===== src/rtl/lane_sensor_decoder_pkg.sv =====
// Shared types and helpers for the entry-lane sensor decoder.
// The transition table lives here so the FSM stays a single sequential block.
package lane_pkg;

  typedef enum logic [2:0] {
    IDLE   = 3'd0,
    ENT_A  = 3'd1,
    ENT_AB = 3'd2,
    ENT_B  = 3'd3,
    EXT_B  = 3'd4,
    EXT_AB = 3'd5,
    EXT_A  = 3'd6,
    FAULT  = 3'd7
  } lane_state_t;

  localparam int DEFAULT_DEBOUNCE_CYCLES = 4;
  localparam int DEFAULT_TIMEOUT_CYCLES  = 50_000_000;

  function automatic logic is_transit(input lane_state_t st);
    logic res;
    res = 1'b0;
    case (st)
      IDLE:    res = 1'b0;
      FAULT:   res = 1'b0;
      default: res = 1'b1;
    endcase
    return res;
  endfunction

  // Beam-break order table; {a,b} combinations not listed hold the current state.
  function automatic lane_state_t lane_next_state(input lane_state_t st,
                                                  input logic a, input logic b);
    lane_state_t nxt;
    logic [1:0]  ab;
    nxt = st;
    ab  = {a, b};
    case (st)
      IDLE: begin
        case (ab)
          2'b10:   nxt = ENT_A;
          2'b01:   nxt = EXT_B;
          2'b11:   nxt = FAULT;
          default: nxt = IDLE;
        endcase
      end
      ENT_A: begin
        case (ab)
          2'b11:   nxt = ENT_AB;
          2'b00:   nxt = IDLE;
          2'b01:   nxt = FAULT;
          default: nxt = ENT_A;
        endcase
      end
      ENT_AB: begin
        case (ab)
          2'b01:   nxt = ENT_B;
          2'b10:   nxt = ENT_A;
          2'b00:   nxt = FAULT;
          default: nxt = ENT_AB;
        endcase
      end
      ENT_B: begin
        case (ab)
          2'b00:   nxt = IDLE;
          2'b11:   nxt = ENT_AB;
          2'b10:   nxt = FAULT;
          default: nxt = ENT_B;
        endcase
      end
      EXT_B: begin
        case (ab)
          2'b11:   nxt = EXT_AB;
          2'b00:   nxt = IDLE;
          2'b10:   nxt = FAULT;
          default: nxt = EXT_B;
        endcase
      end
      EXT_AB: begin
        case (ab)
          2'b10:   nxt = EXT_A;
          2'b01:   nxt = EXT_B;
          2'b00:   nxt = FAULT;
          default: nxt = EXT_AB;
        endcase
      end
      EXT_A: begin
        case (ab)
          2'b00:   nxt = IDLE;
          2'b11:   nxt = EXT_AB;
          2'b01:   nxt = FAULT;
          default: nxt = EXT_A;
        endcase
      end
      FAULT: begin
        case (ab)
          2'b00:   nxt = IDLE;
          default: nxt = FAULT;
        endcase
      end
      default: nxt = FAULT;
    endcase
    return nxt;
  endfunction

endpackage


===== src/rtl/lane_sensor_decoder_if.sv =====
// Lane sensor bundle: raw beam inputs toward the decoder, vehicle events back out.
interface lane_sensor_decoder_if;
  logic sensor_a_raw;
  logic sensor_b_raw;
  logic car_enter;
  logic car_exit;
  logic busy;
  logic sensor_fault;

  modport master (
    output sensor_a_raw, sensor_b_raw,
    input  car_enter, car_exit, busy, sensor_fault
  );

  modport slave (
    input  sensor_a_raw, sensor_b_raw,
    output car_enter, car_exit, busy, sensor_fault
  );
endinterface


===== src/rtl/lane_sensor_decoder_debounce.sv =====
// One beam channel: 2-flop synchroniser followed by a stability-count debouncer.
module sensor_debounce
  import lane_pkg::*;
#(
  parameter int DEBOUNCE_CYCLES = DEFAULT_DEBOUNCE_CYCLES
) (
  input  logic clk,
  input  logic rst,
  input  logic raw,
  output logic clean
);

  localparam int CW = $clog2(DEBOUNCE_CYCLES + 1);
  localparam logic [CW-1:0] CNT_LAST = CW'(DEBOUNCE_CYCLES - 1);

  logic          sync1_r;
  logic          sync2_r;
  logic          clean_r;
  logic [CW-1:0] cnt_r;

  // Bring the asynchronous beam into the clk domain.
  always_ff @(posedge clk or posedge rst) begin
    if (rst) begin
      sync1_r <= 1'b0;
      sync2_r <= 1'b0;
    end else begin
      sync1_r <= raw;
      sync2_r <= sync1_r;
    end
  end

  // The clean value flips on the DEBOUNCE_CYCLES-th consecutive differing sample.
  always_ff @(posedge clk or posedge rst) begin
    if (rst) begin
      clean_r <= 1'b0;
      cnt_r   <= '0;
    end else if (sync2_r != clean_r) begin
      if (cnt_r == CNT_LAST) begin
        clean_r <= sync2_r;
        cnt_r   <= '0;
      end else begin
        cnt_r   <= cnt_r + CW'(1);
      end
    end else begin
      cnt_r <= '0;
    end
  end

  assign clean = clean_r;

endmodule


===== src/rtl/lane_sensor_decoder.sv =====
// Entry-lane front end: debounces both beams and decodes vehicle direction,
// producing single-cycle enter/exit pulses and a fault level for jams or bad order.
module lane_sensor_decoder
  import lane_pkg::*;
#(
  parameter int DEBOUNCE_CYCLES = DEFAULT_DEBOUNCE_CYCLES,
  parameter int TIMEOUT_CYCLES  = DEFAULT_TIMEOUT_CYCLES
) (
  input  logic                 clk,
  input  logic                 rst,
  lane_sensor_decoder_if.slave bus
);

  localparam int TW = $clog2(TIMEOUT_CYCLES);
  localparam logic [TW-1:0] TO_LAST = TW'(TIMEOUT_CYCLES - 1);

  logic          a_s;
  logic          b_s;
  lane_state_t   state_r;
  lane_state_t   next_s;
  logic          timeout_hit_s;
  logic [TW-1:0] timeout_r;
  logic          car_enter_r;
  logic          car_exit_r;
  logic          busy_r;
  logic          fault_r;

  sensor_debounce #(.DEBOUNCE_CYCLES(DEBOUNCE_CYCLES)) u_deb_a (
    .clk   (clk),
    .rst   (rst),
    .raw   (bus.sensor_a_raw),
    .clean (a_s)
  );

  sensor_debounce #(.DEBOUNCE_CYCLES(DEBOUNCE_CYCLES)) u_deb_b (
    .clk   (clk),
    .rst   (rst),
    .raw   (bus.sensor_b_raw),
    .clean (b_s)
  );

  // The counter is held at zero outside transit states, so a hit implies transit.
  assign timeout_hit_s = (timeout_r == TO_LAST);
  assign next_s        = timeout_hit_s ? FAULT : lane_next_state(state_r, a_s, b_s);

  // Direction FSM with timeout and registered event/status outputs.
  always_ff @(posedge clk or posedge rst) begin
    if (rst) begin
      state_r     <= IDLE;
      timeout_r   <= '0;
      car_enter_r <= 1'b0;
      car_exit_r  <= 1'b0;
      busy_r      <= 1'b0;
      fault_r     <= 1'b0;
    end else begin
      state_r     <= next_s;
      car_enter_r <= (state_r == ENT_B) && (next_s == IDLE);
      car_exit_r  <= (state_r == EXT_A) && (next_s == IDLE);
      busy_r      <= is_transit(next_s);
      fault_r     <= (next_s == FAULT);
      if ((next_s != state_r) || !is_transit(state_r)) begin
        timeout_r <= '0;
      end else begin
        timeout_r <= timeout_r + TW'(1);
      end
    end
  end

  assign bus.car_enter    = car_enter_r;
  assign bus.car_exit     = car_exit_r;
  assign bus.busy         = busy_r;
  assign bus.sensor_fault = fault_r;

endmodule

===== src/flat_wrapper.sv =====
// flat-port wrapper written by rule: the top's interface ports become plain ports
module lane_sensor_decoder_flat import lane_pkg::*;
#(
  parameter int DEBOUNCE_CYCLES = DEFAULT_DEBOUNCE_CYCLES,
  parameter int TIMEOUT_CYCLES  = DEFAULT_TIMEOUT_CYCLES
)
  (clk, rst, bus_sensor_a_raw, bus_sensor_b_raw, bus_car_enter, bus_car_exit, bus_busy, bus_sensor_fault);
  lane_sensor_decoder_if bus_i ();
  input  logic clk;
  input  logic rst;
  input wire logic [$bits(bus_i.sensor_a_raw)-1:0] bus_sensor_a_raw;
  input wire logic [$bits(bus_i.sensor_b_raw)-1:0] bus_sensor_b_raw;
  output wire logic [$bits(bus_i.car_enter)-1:0] bus_car_enter;
  output wire logic [$bits(bus_i.car_exit)-1:0] bus_car_exit;
  output wire logic [$bits(bus_i.busy)-1:0] bus_busy;
  output wire logic [$bits(bus_i.sensor_fault)-1:0] bus_sensor_fault;
  assign bus_i.sensor_a_raw = bus_sensor_a_raw;
  assign bus_i.sensor_b_raw = bus_sensor_b_raw;
  assign bus_car_enter = bus_i.car_enter;
  assign bus_car_exit = bus_i.car_exit;
  assign bus_busy = bus_i.busy;
  assign bus_sensor_fault = bus_i.sensor_fault;
  lane_sensor_decoder #(.DEBOUNCE_CYCLES(DEBOUNCE_CYCLES), .TIMEOUT_CYCLES(TIMEOUT_CYCLES)) u_core (.clk(clk), .rst(rst), .bus(bus_i));
endmodule

===== config.mk =====
export PLATFORM = sky130hd
export DESIGN_NAME = lane_sensor_decoder_flat
export DESIGN_NICKNAME = d
export VERILOG_FILES = /design/src/rtl/lane_sensor_decoder_pkg.sv /design/src/rtl/lane_sensor_decoder_if.sv /design/src/rtl/lane_sensor_decoder_debounce.sv /design/src/rtl/lane_sensor_decoder.sv /design/src/flat_wrapper.sv
export SDC_FILE = /design/constraint.sdc
export NUM_CORES = 1
export LEC_CHECK = 0
export CAP_MARGIN = 40
export CORE_ASPECT_RATIO = 0.8
export CORE_MARGIN = 2
export CORE_UTILIZATION = 48
export CTS_CLUSTER_SIZE = 30
export DETAILED_ROUTE_END_ITERATION = 8
export SYNTH_ARGS = -nofsm -noshare
export SYNTH_HDL_FRONTEND = slang
export SYNTH_HIERARCHICAL = 1
export SYNTH_SLANG_ARGS = --single-unit

===== constraint.sdc =====
create_clock -name clk -period 2.55 [get_ports clk]
set_input_delay 0.51 -clock clk [delete_from_list [all_inputs] [get_ports clk]]
set_output_delay 0.51 -clock clk [all_outputs]
set_load 0.01 [all_outputs]

* Word level (Yosys, flattened, before mapping)
Index checks and enable logic that the tools add are counted.
Cells by class: $add $sub $neg 3, equal/unequal tests 17, muxes and demuxes 16, reductions and logical operators 10
Operators by type and width (number):
- $pmux 3 s3 | 6
- $add 26x1->26 const B | 1
- $eq 26x26->1 const B | 1
- $mux 26 | 1
- $pmux 3 s8 | 1
- $mux 3 | 6
- $eq 3x3->1 const B | 5
- $eq 3x2->1 const B | 4
- $add 3x1->3 const B | 2
- $logic_not 3->1 | 2
- $pmux 2 s3 | 1
- $eq 2x2->1 const B | 2
- $reduce_and 2->1 | 2
- $reduce_or 2->1 | 2
- $eq 3x1->1 const B | 1
- $ne 3x3->1 | 1
- $eq 2x1->1 const B | 1
- $logic_and 1x1->1 | 2
- $logic_not 2->1 | 1
- $ne 1x1->1 | 2
- $logic_or 1x1->1 | 1
- $mux 1 | 1
Word-level totals: register bits after elaboration 45, bits of input ports 4, output and inout port bits 4, word-level logic and storage cells 60

* Depth between registers and ports, before layout
Gate-level depths: netlist (run 1).
depth in word-level cells 7, mapped depth 9, mapped depth without buffers 8

* By module
The synthesis (run 1) kept the hierarchy.
Modules (own cells, without submodules):
- lane_sensor_decoder | times used 1, cells an instance 218, area each 2029.4 µm²
- sensor_debounce | times used 2, cells an instance 14, area each 220.2 µm²

* Worst setup path before layout (run 1)
Ideal clock, no wire load.
path kind register to register, start register u_core.timeout_r[7], end register u_core.timeout_r[14], arrival 2.081 ns, data required time 2.479 ns, slack 0.398 ns, stages on the path, launching flop included 8, clock period less this slack 2.152 ns, cell sequence dfrtp_1 -> or4b_1 -> or3_4 -> nor2_4 -> mux2i_1 -> nand3_4 -> buf_6 -> nor2_1
Between the ends: word-level cells in the longest chain between the ends 5
Ends and longest elaborated chain:
- start, declared | line lane_sensor_decoder.sv:22 | logic [TW-1:0] timeout_r;
- start signal, assigned | line lane_sensor_decoder.sv:64 | timeout_r <= timeout_r + TW'(1);
- branches (longest 4 deep; another with $add 26x1->26)
- $mux 26 (*) | line lane_sensor_decoder.sv:61 | if ((next_s != state_r) || !is_transit(state_r)) begin
Mark *: on every way between the ends. A chain may end at the register's enable or synchronous reset.

* Worst setup path after layout (run 1)
start register u_core.timeout_r[7], end register u_core.timeout_r[18]
The elaborated chain is that of the path after synthesis.

==> impl_metrics.toml, run 1 <==
[outcome]
status = "completed"

[min_path]
hold_class = "flop to flop"
worstHoldStart = "u_core/u_deb_a/sync1_r$_DFF_PP0_"

[final_layout]
finalNonFillerCells = 323
syn_to_final_growth_pct = 11.50
fill_cells = 449
fin_nets = 275
drive_gt1_frac = 0.1226
n_antenna_cell = 0

[sta]
setup_violations = 0
min_period_ns = 2.406
skew_ns = 0.01403
post-route-period-util = 0.9434
hold_violations = 0
rsz0062_at_grt = "no"
slew_headroom = 0.6263
fmax_mhz = 415.7
fin_tns_setup_ns = 0
layout_setup_ws_ns = 0.1444
final_max_slew_viol_count = 0
tightest_slew_ns = 0.5606

[synth]
syn-cell-area_um2 = 2470
yosysUniqueCellTypes = 51
yosysTopAreaCell = "dfrtp_1"
avgSynthCellArea_um2 = 10.04
ys_top_cells_by_area = "dfrtp_1 46%, xor2_1 6.0%, nor2_1 5.6%"
synth-main-ff-cell = "dfrtp_1"
synth.most_common_cell = "dfrtp_1"
syn_nets = 261
ys_top_cells_by_count = "45 x dfrtp_1, 37 x nor2_1, 17 x xor2_1"
ys_seq_elements = 45
synthArstFlopShare = 1.000
synth_top_cell_area_share = 0.4559
seq_area_frac_synth = 0.4559
synth_edf_count = 0
synthCells = 246
yosys_warnings = 6

[die]
die_h_um = 68.16
die_w_um = 84.20
pin_count = 8
initial_utilization = 0.4961
coreArea_um2 = 4979
dieArea_um2 = 5739
fp-row-count = 23

[clock_tree]
clk-insertion-delay-late_ns = 0.30
cts.path.max_buffers = 2
cts_num_sinks = 45
cts_made_buffers = 5
cts_tree = "yes"
clk_pin_slew_worst_paths_ns = 0.08
ctsRootBufferMaster = "clkbuf_8"
htree_num_levels = 2
postCtsHoldBufs = 0

[detailed_routing]
drc = 0
vias_per_cell = 5.282
routed_wl_um = 4448
drtIter0Drc = 121
wire_per_inst_um = 13.77
first_pass_iters = 4
ant_nets = 0
vias = 1706

[setup_path]
worstPathMaxFanout = 13
end_kind = "flop"
r2r-start = "u_core/timeout_r[7]$_DFF_PP0_"
path_class = "flop to flop"
start_kind = "flop"
crit_slowest_cell = "or4b_1"
crit_buf_inv = 1
cp.arrival_ns = 2.63
cp.required_ns = 2.78
max_stage_delay_ns = 0.53
cp_cell_sequence = "or4b_1, or3_4, nor2_4, mux2i_2, buf_4, nand3_4, nor2_1"
startpoint = "u_core/timeout_r[7]$_DFF_PP0_"
crit_family = "simple AND/OR/NAND/NOR gates"

[placement]
port_buffers = 7
gp_congestion = 0.7553
dp_cells = 313
post-place-ws_ns = 0.1493
dpl.hpwl_um = 3017

[pwr]
p_leak_nw = 1.181
ir_drop_mv = 0.5883
power.density_nw_per_um2 = 1062
p_total_mw = 2.926

[global_routing]
grt_pass1_vias = 1599
antenna_found_initial = 0
grt_max_degree = 34
grt_pass1_wl_um = 7410
grtUsageTotal = 0.1646
gr-total-overflow = 0

[job]
drv_cap = 0
[stage by stage]
step | utilization | hold WS, ns | instance area [um2]
3_5_place_dp | 0.5248 | 0.3355 | 2613
2_1_floorplan | - | 0.3010 | 2470
4_1_cts | 0.5441 | 0.3546 | 2709
3_3_place_gp | 0.5248 | 0.3330 | 2613
6_report | 0.5532 | 0.3525 | 2754
5_1_grt | 0.5532 | 0.3655 | 2754
[routing by layer]
metal / global-route usage / part of all wire / up-vias
met5: 0 / 0 / -
met4: 0.05847 / 0.0079 / 0
met3: 0.04343 / 0.042 / 5
met2: 0.2272 / 0.40 / 30
met1: 0.2470 / 0.55 / 798
li1: - / - / 873
[power by group]
| group | leakage [nW] | total (mW) | internal [mW] | switching [mW] |
|---|---|---|---|---|
| clock | 0.0512 | 0.457 | 0.220 | 0.237 |
| sequential | 0.596 | 0.955 | 0.817 | 0.138 |
| combinational | 0.533 | 1.51 | 0.637 | 0.877 |
| total | 1.18 | 2.93 | 1.67 | 1.25 |
[registers in the layout (all words and copies together), names as in the netlist]
name,flops
u_core/state_r,3
u_core/bus.car_enter,1
u_core/bus.busy,1
u_core/u_deb_a/clean,1
u_core/u_deb_b/sync2_r,1
u_core/u_deb_b/cnt_r,3
u_core/bus.car_exit,1
u_core/u_deb_a/cnt_r,3
u_core/bus.sensor_fault,1
u_core/u_deb_b/sync1_r,1
u_core/u_deb_b/clean,1
u_core/u_deb_a/sync2_r,1
u_core/timeout_r,26
u_core/u_deb_a/sync1_r,1
[placed cells by master (no fill, tap or decap), types with 5 or more instances in the layout]
cell type / instances
dfrtp_1: 43
nor2_1: 37
xor2_1: 17
nand2_1: 16
inv_1: 12
nand3_1: 12
ha_1: 11
xnor2_1: 9
nor2b_1: 8
clkdlybuf4s50_1: 7
buf_4: 7
clkbuf_8: 6
nand4_1: 6
nor3_1: 5
[cell type report]
| type | count | area [um2] | share of cell area |
|---|---|---|---|
| sequential | 45 | 1129 | 0.4098 |
| multi-input combinational | 182 | 1284 | 0.4662 |
| clock buffer | 6 | 82.58 | 0.02999 |
| tap | 62 | 77.57 | 0.02817 |
| inverter | 12 | 45.04 | 0.01636 |
| timing repair buffer | 14 | 122.6 | 0.04453 |
| clock inverter | 2 | 13.76 | 0.004998 |
[cells by family after synthesis]
| logic type | synth area share |
|---|---|
| AOI/OAI and AO/OA | 0.08714 |
| muxes | 0.02178 |
| DFF | 0.4559 |
| and+or+nand+nor | 0.2487 |
| xor gates and xnor gates | 0.09220 |
| buffers and inverters | 0.03850 |
| adders and majority gates | 0.05572 |
[repair_timing]
item | in CTS | in global routing
setup buffers | 0 | 1
gates resized for setup | 0 | 6
endpoints found under the setup margin | 0 | 22
[worst paths after layout]
| kind | depth (start not counted) | slack, ns | end |
|---|---|---|---|
| max | 7 | 0.14 | u_core/timeout_r[18]$_DFF_PP0_ |
| min | 0 | 0.35 | u_core/u_deb_a/sync2_r$_DFF_PP0_ |
| max reg2reg | 7 | 0.14 | u_core/timeout_r[18]$_DFF_PP0_ |
| min reg2reg | 0 | 0.35 | u_core/u_deb_a/sync2_r$_DFF_PP0_ |
| max in group asynchronous | 3 | 1.59 | u_core/bus.car_exit$_DFF_PP0_ |
| min in group asynchronous | 2 | 0.47 | u_core/u_deb_a/cnt_r[0]$_DFF_PP0_ |
Power figures use the tool's default switching activity.
==> run 2, diff against run 1 <==
- CORE_ASPECT_RATIO: 0.8 -> 1.2
- CTS_CLUSTER_DIAMETER: unset -> 80
==> impl_metrics.toml, run 2 (synthesized netlist as in run 1, its figures left out) <==
[pwr]
p_total_mw = 3.036
p_leak_nw = 1.195
ir_drop_mv = 0.7233
power.density_nw_per_um2 = 1090

[final_layout]
final_common_cell = "dfrtp_1"
fill_cells = 464
final_cell_mix = "44 x dfrtp_1, 37 x nor2_1, 17 x xor2_1"
syn_to_final_growth_pct = 12.82
regMostFlops = "u_core/timeout_r"
fin_nets = 276
finalNonFillerCells = 322
design_area_um2 = 2786
drive_gt1_frac = 0.1183
n_antenna_cell = 0
largest_reg_flops = 26

[die]
pin_count = 8
fp-row-count = 28
die_w_um = 69.48
coreArea_um2 = 4940
initial_utilization = 0.5000
dieArea_um2 = 5738
die_h_um = 82.58

[clock_tree]
cts_setup_buffers = 0
ctsRootBufferMaster = "clkbuf_8"
ctsResizeCount = 0
cts_num_sinks = 45
clk_pin_slew_worst_paths_ns = 0.08
postCtsHoldBufs = 0
clk-insertion-delay-late_ns = 0.29
cts_tree = "yes"
cts_made_buffers = 5
cts.path.max_buffers = 2
htree_num_levels = 2

[setup_path]
crit_slowest_cell = "or4b_1"
path_class = "flop to flop"
cp.arrival_ns = 2.60
crit_buf_inv = 0
end_kind = "flop"
cp_cell_sequence = "or4b_1, or3_4, nor2_4, mux2i_4, nand3_4, nor2_1"
max_stage_delay_ns = 0.53
rrSetupSlack_ns = 0.18
cp.required_ns = 2.78
crit_family = "simple AND/OR/NAND/NOR gates"
start_kind = "flop"
worstPathMaxFanout = 13

[detailed_routing]
dr.max_layer_used = "met4"
ant_nets = 0
routed_wl_um = 4589
drtIter0Drc = 63
vias_per_cell = 5.475
drc = 0
wl_met2_um = 2285
wl_met3_um = 143
wire_per_inst_um = 14.25
route.layer.met1.wl_um = 2088
first_pass_iters = 4
vias = 1763

[sta]
min_period_ns = 2.373
skew_ns = 0.006066
setup_violations = 0
slew_headroom = 0.6842
post-route-period-util = 0.9307
hold_violations = 0
fmax_mhz = 421.3
tightest_slew_ns = 0.4720
fin_tns_setup_ns = 0
rsz0062_at_grt = "no"
final_max_slew_viol_count = 0

[min_path]
hold_class = "flop to flop"

[placement]
gp_congestion = 0.8548
dpl.hpwl_um = 3155
dp_cells = 313
dpl_cell_area_um2 = 2625
port_buffers = 7

[global_routing]
grt_max_degree = 34
grt_pass1_vias = 1725
gr-total-overflow = 0
grt_pass1_wl_um = 7762
antenna_found_initial = 0
grtUsageTotal = 0.1691

[job]
drv_cap = 0

[outcome]
status = "completed"
## run 2: area by class of cell
class | count | area (um2) | share of cell area
multi-input combinational | 182 | 1292 | 0.4639
tap | 60 | 75.07 | 0.02694
sequential | 45 | 1127 | 0.4046
inverter | 12 | 45.04 | 0.01617
timing repair buffer | 15 | 130.1 | 0.04670
clock buffer | 7 | 86.33 | 0.03098
clock inverter | 1 | 30.03 | 0.01078
## run 2: path summary, 6_finish.rpt
| kind | from | end | cells past startpoint |
|---|---|---|---|
| max | u_core/timeout_r[7]$_DFF_PP0_ | u_core/timeout_r[13]$_DFF_PP0_ | 6 |
| min | u_core/u_deb_a/sync1_r$_DFF_PP0_ | u_core/u_deb_a/sync2_r$_DFF_PP0_ | 0 |
| max reg2reg | u_core/timeout_r[7]$_DFF_PP0_ | u_core/timeout_r[13]$_DFF_PP0_ | 6 |
| min reg2reg | u_core/u_deb_a/sync1_r$_DFF_PP0_ | u_core/u_deb_a/sync2_r$_DFF_PP0_ | 0 |
| max in group asynchronous | rst | u_core/timeout_r[24]$_DFF_PP0_ | 3 |
| min in group asynchronous | rst | u_core/u_deb_b/cnt_r[2]$_DFF_PP0_ | 2 |
## run 2: worst reg2reg max path, cell delays in order, from the launching register on
cell and delay (ns):
dfrtp_1 0.43, or4b_1 0.53, or3_4 0.37, nor2_4 0.24, mux2i_4 0.36, nand3_4 0.22, nor2_1 0.17
## run 2: power by group
group | switching (mW) | total (mW) | internal (mW)
Clock | 0.227 | 0.546 | 0.319
Combinational | 0.919 | 1.56 | 0.644
Sequential | 0.112 | 0.928 | 0.816
Total | 1.26 | 3.04 | 1.78
## run 2: metal layers
metal | vias to the layer above | track usage
li1 | 866 | -
met4 | 0 | 0.07059
met2 | 29 | 0.2981
met5 | - | 0
met1 | 861 | 0.2076
met3 | 7 | 0.02913
## run 2: through the flow
| step | setup slack [ns] | utilization | hold WS, ns |
|---|---|---|---|
| 6_report | 0.1767 | 0.5641 | 0.3721 |
| 5_1_grt | 0.03198 | 0.5641 | 0.3836 |
| 4_1_cts | 0.1390 | 0.5550 | 0.3763 |
| 3_5_place_dp | 0.1579 | 0.5314 | 0.3450 |
| 3_3_place_gp | 0.1705 | 0.5314 | 0.3330 |
| 2_1_floorplan | 0.3977 | - | 0.3010 |
